## config.mk

```make
export PLATFORM = sky130hd
export DESIGN_NAME = ram_stream_reader
export DESIGN_NICKNAME = d
export VERILOG_FILES = /design/src/rtl/ram_stream_reader.sv
export SDC_FILE = /design/constraint.sdc
export NUM_CORES = 1
export LEC_CHECK = 0
export CAP_MARGIN = 20
export CORE_ASPECT_RATIO = 1.4
export CORE_MARGIN = 4
export CORE_UTILIZATION = 23
export DETAILED_ROUTE_END_ITERATION = 8
export GPL_ROUTABILITY_DRIVEN = 0
export PLACE_DENSITY_LB_ADDON = 0.2
export SLEW_MARGIN = 20
export SYNTH_ARGS = -nofsm -noshare
export SYNTH_HDL_FRONTEND = slang
export SYNTH_SLANG_ARGS = --single-unit
```

## constraint.sdc

```tcl
create_clock -name clk -period 2.53 [get_ports clk]
set_input_delay 0.3795 -clock clk [delete_from_list [all_inputs] [get_ports clk]]
set_output_delay 0.3795 -clock clk [all_outputs]
set_load 0.005 [all_outputs]
```

## src/rtl/ram_stream_reader.sv

```systemverilog
// ram_stream_reader: issues sequential RAM reads for a (start, length) request and
// streams the words out over valid/ready with a last flag and a done pulse.
`default_nettype none

module ram_stream_reader #(
    parameter int DATA_WIDTH = 8,
    parameter int ADDR_WIDTH = 5
) (
    input  logic                  clk,
    input  logic                  rst,
    input  logic                  start_valid_i,
    output logic                  start_ready_o,
    input  logic [ADDR_WIDTH-1:0] start_addr_i,
    input  logic [ADDR_WIDTH:0]   start_len_i,
    output logic                  ram_en_o,
    output logic [ADDR_WIDTH-1:0] ram_addr_o,
    input  logic [DATA_WIDTH-1:0] ram_dout_i,
    output logic                  out_valid_o,
    input  logic                  out_ready_i,
    output logic [DATA_WIDTH-1:0] out_data_o,
    output logic                  out_last_o,
    output logic                  busy_o,
    output logic                  done_o
);

    localparam logic [1:0] S_IDLE  = 2'd0;
    localparam logic [1:0] S_READ  = 2'd1;
    localparam logic [1:0] S_DRAIN = 2'd2;

    localparam logic [ADDR_WIDTH:0] LEN_ZERO = '0;
    localparam logic [ADDR_WIDTH:0] LEN_ONE  = {{ADDR_WIDTH{1'b0}}, 1'b1};

    logic [1:0]            state_q, state_d;
    logic [ADDR_WIDTH-1:0] addr_q;
    logic [ADDR_WIDTH:0]   rem_q;
    logic                  inflight_q;
    logic                  inflight_last_q;
    logic                  done_q;

    logic [DATA_WIDTH-1:0] fifo_data_q [2];
    logic                  fifo_last_q [2];
    logic                  rd_ptr_q, wr_ptr_q;
    logic [1:0]            count_q, count_d;

    logic w_accept, w_pop, w_fifo_pop, w_push, w_last_pop, w_last_issue;

    assign w_accept     = start_valid_i && start_ready_o;
    assign w_pop        = out_valid_o && out_ready_i;
    assign w_fifo_pop   = w_pop && (count_q != 2'd0);
    // A word arriving from the RAM bypasses storage when the buffer is empty and it is taken at once.
    assign w_push       = inflight_q && !(w_pop && (count_q == 2'd0));
    assign w_last_pop   = w_pop && out_last_o;
    assign w_last_issue = ram_en_o && (rem_q == LEN_ONE);

    always_ff @(posedge clk or posedge rst) begin
        if (rst) begin
            state_q <= S_IDLE;
        end else begin
            state_q <= state_d;
        end
    end

    always_comb begin
        state_d = state_q;
        case (state_q)
            S_IDLE:  if (start_valid_i && (start_len_i != LEN_ZERO)) state_d = S_READ;
            S_READ:  if (w_last_issue) state_d = S_DRAIN;
            S_DRAIN: if (w_last_pop) state_d = S_IDLE;
            default: state_d = S_IDLE;
        endcase
    end

    always_comb begin
        start_ready_o = (state_q == S_IDLE);
        busy_o        = (state_q != S_IDLE);
        ram_en_o      = (state_q == S_READ) && ((count_q + {1'b0, inflight_q}) < 2'd2);
    end

    assign ram_addr_o = addr_q;
    assign done_o     = done_q;

    always_comb begin
        out_valid_o = (count_q != 2'd0) || inflight_q;
        out_data_o  = '0;
        out_last_o  = 1'b0;
        if (count_q != 2'd0) begin
            out_data_o = fifo_data_q[rd_ptr_q];
            out_last_o = fifo_last_q[rd_ptr_q];
        end else if (inflight_q) begin
            out_data_o = ram_dout_i;
            out_last_o = inflight_last_q;
        end
    end

    always_comb begin
        count_d = count_q;
        if (w_push && !w_fifo_pop) begin
            count_d = count_q + 2'd1;
        end else if (!w_push && w_fifo_pop) begin
            count_d = count_q - 2'd1;
        end
    end

    always_ff @(posedge clk or posedge rst) begin
        if (rst) begin
            addr_q          <= '0;
            rem_q           <= '0;
            inflight_q      <= 1'b0;
            inflight_last_q <= 1'b0;
            done_q          <= 1'b0;
            rd_ptr_q        <= 1'b0;
            wr_ptr_q        <= 1'b0;
            count_q         <= 2'd0;
            for (int i = 0; i < 2; i++) begin
                fifo_data_q[i] <= '0;
                fifo_last_q[i] <= 1'b0;
            end
        end else begin
            if (w_accept) begin
                addr_q <= start_addr_i;
                rem_q  <= start_len_i;
            end else if (ram_en_o) begin
                addr_q <= addr_q + 1'b1;
                rem_q  <= rem_q - LEN_ONE;
            end
            inflight_q      <= ram_en_o;
            inflight_last_q <= w_last_issue;
            done_q          <= (w_accept && (start_len_i == LEN_ZERO)) ||
                               ((state_q == S_DRAIN) && w_last_pop);
            if (w_push) begin
                fifo_data_q[wr_ptr_q] <= ram_dout_i;
                fifo_last_q[wr_ptr_q] <= inflight_last_q;
                wr_ptr_q              <= ~wr_ptr_q;
            end
            if (w_fifo_pop) begin
                rd_ptr_q <= ~rd_ptr_q;
            end
            count_q <= count_d;
        end
    end

endmodule

`default_nettype wire

```

==> results.md, run 1 <==
Critical path:
- The required time reported for the critical path endpoint is 2.15 ns.
- At the worst endpoint, the arrival time is around 1.9 ns.
- STA classifies the critical path endpoint as an output pin.
- Of all nets on the critical path, the largest fanout is 10.
- The path type of the worst setup path is register to output pin.
- In this run the critical register-to-register path is launched from count_q[0].
- The launch point of the critical path is rd_ptr_q.
- The kind of start point of the critical path is a register.

Timing:
- The clock period minus final worst setup slack is about 2.3 ns.
- The number of setup violations in the final report is 0.
- Setup repair after global routing left no endpoint under its margin.
- Based on the critical path, the design can be clocked at up to about 0.43 GHz.
- The worst clock skew is between 0.002 and 0.0025 ns.
- The hold violation count in the final report is 0.
- The remaining max-slew budget at the tightest pin is slightly above 60%.
- Setup total negative slack on the finished layout was measured at 0 ns.
- The final critical path takes up between 90% and 100% of the cycle.
- The post-route worst hold slack is around 0.5 ns.
- The post-route worst setup slack is approximately 0.23 ns.
- The measured slew at the worst slew-check pin is between 0.5 and 0.6 ns.
- The final max-slew violation count is 0.

Logic synthesis:
- Synthesis produced a netlist whose cell count is 185.
- The unique cell type count in the Yosys netlist is between 40 and 50.
- After Yosys synthesis, XOR and XNOR cells account for less than 1% of the synthesized area.
- Synthesis inferred 38 register bits.
- The synthesized netlist devotes between 10 and 15% of its cell area to compound gates.
- The area share of the leading cell type in the synthesized netlist is between 40% and 50%.
- The Yosys step of the flow raised 0 warnings.
- The proportion of synthesized area in mux cells is 16.90%.
- By area, the combinational part of the netlist is dominated by multiplexers.
- The area share of and/or/nand/nor cells after synthesis is between 10% and 20%.
- After Yosys synthesis, full adders, half adders and majority gates account for 1.830% of the synthesized area.
- Sequential cells were found to cover 46.37% of the synthesized design area.
- After synthesis the cells add up to approximately 2100 µm².
- The largest total area in the synthesized netlist belongs to sky130_fd_sc_hd__dfrtp_1.
- By area the synthesized netlist is led by sky130_fd_sc_hd__dfrtp_1, sky130_fd_sc_hd__mux2_4, sky130_fd_sc_hd__mux2i_1.
- The post-synthesis average cell area is 11.08 µm².
- Synthesis produced a netlist with a net count of between 200 and 250.

GRT:
- The number of global-route vias before repair is approximately 1,600.
- Entering global routing, the biggest net connects 39 pins.
- The first global-routing pass estimated between 7 and 8 mm of wire.
- The total global routing track utilization is about a tenth.
- The number of antenna violations at the first check in global routing came to 0.
- The remaining global-route overflow is 0.

Min path:
- In this run the worst hold path is classified as register to register.
- The worst min-delay path startpoint is fifo_last_q[0].

Drt:
- The count of nets left with antenna violations once routing finished came out at 0.
- The routed metal-1 wire length is around 2.3 mm.
- The routed length on met3 is about 300 µm.
- For this run, the detailed router's first-pass iteration total came to 4.
- Detailed routing placed a total of 2.101 mm of wire on met2.
- After detailed routing, the average wire length per cell comes to 13.89 µm.
- The DRC violation count after routing is 0.
- The detailed router finished its first iteration with 58 violations.
- Dividing the detail-routed via count by the number of cells gives approximately 4.5.
- The highest layer touched by signal routing is met4.
- The total vias in the final route is between 1,500 and 2,000.
- The routed design has 4.723 mm of wire.

Finish:
- 0 antenna diodes ended up in the layout.
- The net total in the final layout is 260.
- The top cell types in the final layout, fill and taps aside, are sky130_fd_sc_hd__clkdlybuf4s50_1, sky130_fd_sc_hd__dfrtp_1, sky130_fd_sc_hd__o21ai_0, sky130_fd_sc_hd__nor2_1, sky130_fd_sc_hd__nand3_1.
- Compared with the post-synthesis result, the final layout area differs by 34.47%.
- The leading cell type in the layout, fill and taps excluded is sky130_fd_sc_hd__clkdlybuf4s50_1.
- The post-route netlist has 19.57% of its cells at a drive strength greater than 1.

Placed design:
- Buffers placed on the I/O ports in this run total between 40 and 50.
- Before CTS, the worst setup slack after placement is about 0.41 ns.
- Summed over all nets, the half-perimeter wirelength after detailed placement is 3.332 mm.

Die:
- The initialized floorplan defines 40 standard-cell rows.
- Measured along the x axis, the die boundary spans between 80 and 90 µm.
- The area of the placeable core is roughly 8700 µm².
- From bottom edge to top edge, the die measures ~120 µm.
- The die area is approximately 11,000 µm².
- The initial core utilization is a little under a quarter.
- Pin placement for this block handled 42 I/O pins.

Clock network:
- The CTS root buffer is sky130_fd_sc_hd__clkbuf_16.
- The maximum level of the CTS H-tree is 2.
- The TritonCTS clock tree is built.
- The clock sink count is 38.
- The total CTS buffers is 5.
- The latest clock arrival within the worst-skew pair is 0.28 ns.
- The buffer depth of the longest clock path is 2.
- The clock input transition at the sequential cells of the worst setup and hold paths is 0.06 ns.

Outcome:
- The flow ran to the end, and the final reports show no timing, DRC or antenna violations.

Power and ir drop:
- The worst supply voltage drop on vdd is between 0.5 and 0.6 mV.
- The power density normalized to cell area is ~1300 nW/µm².
- Summed over all cells, the static leakage comes to 0.001177 µW.

Flow run:
- Max-cap violations in this run came to 0.
[worst max-delay path, cell delays in order (launching register included)]
cell                              delay, ns
sky130_fd_sc_hd__dfrtp_1               0.70
sky130_fd_sc_hd__mux2i_1               0.15
sky130_fd_sc_hd__mux2i_1               0.23
sky130_fd_sc_hd__clkdlybuf4s50_1       0.56
[synthesized netlist by cell type (all sizes together)]
| master | instances |
|---|---|
| dfrtp | 38 |
| mux2 | 18 |
| o21ai | 17 |
| nand3 | 14 |
| nor2 | 14 |
| mux2i | 11 |
| inv | 10 |
| nand2 | 9 |
| a21oi | 6 |
| a221o | 5 |
| buf | 4 |
| a22oi | 3 |
| clkbuf | 3 |
| ha | 3 |
| or2 | 3 |
| a21bo | 2 |
| and2b | 2 |
| nand2b | 2 |
| nand3b | 2 |
| nor2b | 2 |
| nor3 | 2 |
| nor3b | 2 |
| or3 | 2 |
| xnor2 | 2 |
| a211o | 1 |
| a211oi | 1 |
| a31oi | 1 |
| a32oi | 1 |
| nor4 | 1 |
| o21bai | 1 |
| o22ai | 1 |
| o311ai | 1 |
| o41ai | 1 |
[path summary, 6_finish.rpt]
kind,endpoint,slack [ns],depth (start not counted)
setup / recovery,out_last_o,0.23,3
hold / removal,fifo_last_q[0],0.51,1
setup reg to reg,fifo_data_q[13],0.46,8
hold reg to reg,fifo_last_q[0],0.51,1
max in group asynchronous,fifo_data_q[12],1.65,3
min in group asynchronous,ram_addr_o[3],0.53,3
[flip-flops by register name, summed over array words and instances, names as in the netlist]
name and count:
wr_ptr_q 1, rd_ptr_q 1, fifo_last_q 2, ram_addr_o 5, state_q 2, fifo_data_q 16
count_q 2, inflight_q 1, inflight_last_q 1, done_o 1, rem_q 6
[routing by layer]
metal  vias up  global-route usage [%]
met5         -                       0
met4         0                   3.167
met3         5                   2.473
met2        45                   14.81
met1       709                   12.88
li1        763                       -
[timing repair]
action                                  4_1_cts  5_1_grt
gates resized for setup                       0        0
buffers inserted                              0        3
endpoints found under the setup margin        0        1
hold buffers                                  0        0
[power breakdown]
group          switching [µW]  total (µW)  internal (µW)
combinational             802        1900           1090
clock                     244         634            390
sequential                288        1180            896
[per-stage QoR]
| stage | power, µW | cells | instance area (µm²) | util, % |
|---|---|---|---|---|
| 5_1_grt | 4020 | 340 | 2758 | 31.85 |
| 4_1_cts | 3740 | 337 | 2735 | 31.59 |
| 2_1_floorplan | 2389 | 185 | 2051 | - |
| 3_3_place_gp | 3067 | 329 | 2584 | 29.84 |
| 3_5_place_dp | 3078 | 329 | 2584 | 29.84 |
| 6_report | 3715 | 340 | 2758 | 31.85 |
[cell type report]
| type | instances | area (µm²) |
|---|---|---|
| Tap cell | 105 | 131.4 |
| Clock buffer | 6 | 138.9 |
| Timing Repair Buffer | 49 | 470.5 |
| Inverter | 10 | 37.54 |
| Multi-Input combinational cell | 130 | 1016 |
| Sequential cell | 38 | 950.9 |
| Clock inverter | 2 | 12.51 |
| Fill cell | 882 | 5901 |
[cell families after synthesis]
kind of cell,count (synthesis)
muxes,29
adders and majority gates,3
AOI/OAI and AO/OA,41
buffers and inverters,17
and+or+nand+nor,55
xor gates and xnor gates,2
DFF,38
Note: power is estimated with default switching activity, not from simulation.
==> inputs of run 2 (changes only) <==
--- a/config.mk
+++ b/config.mk
@@ -5,7 +5,6 @@
 export SDC_FILE = /design/constraint.sdc
 export NUM_CORES = 1
 export LEC_CHECK = 0
-export CAP_MARGIN = 20
 export CORE_ASPECT_RATIO = 1.4
 export CORE_MARGIN = 4
 export CORE_UTILIZATION = 23
==> results of run 2 <==
Same layout as run 1: the final DEF is identical, and so are final timing and power.
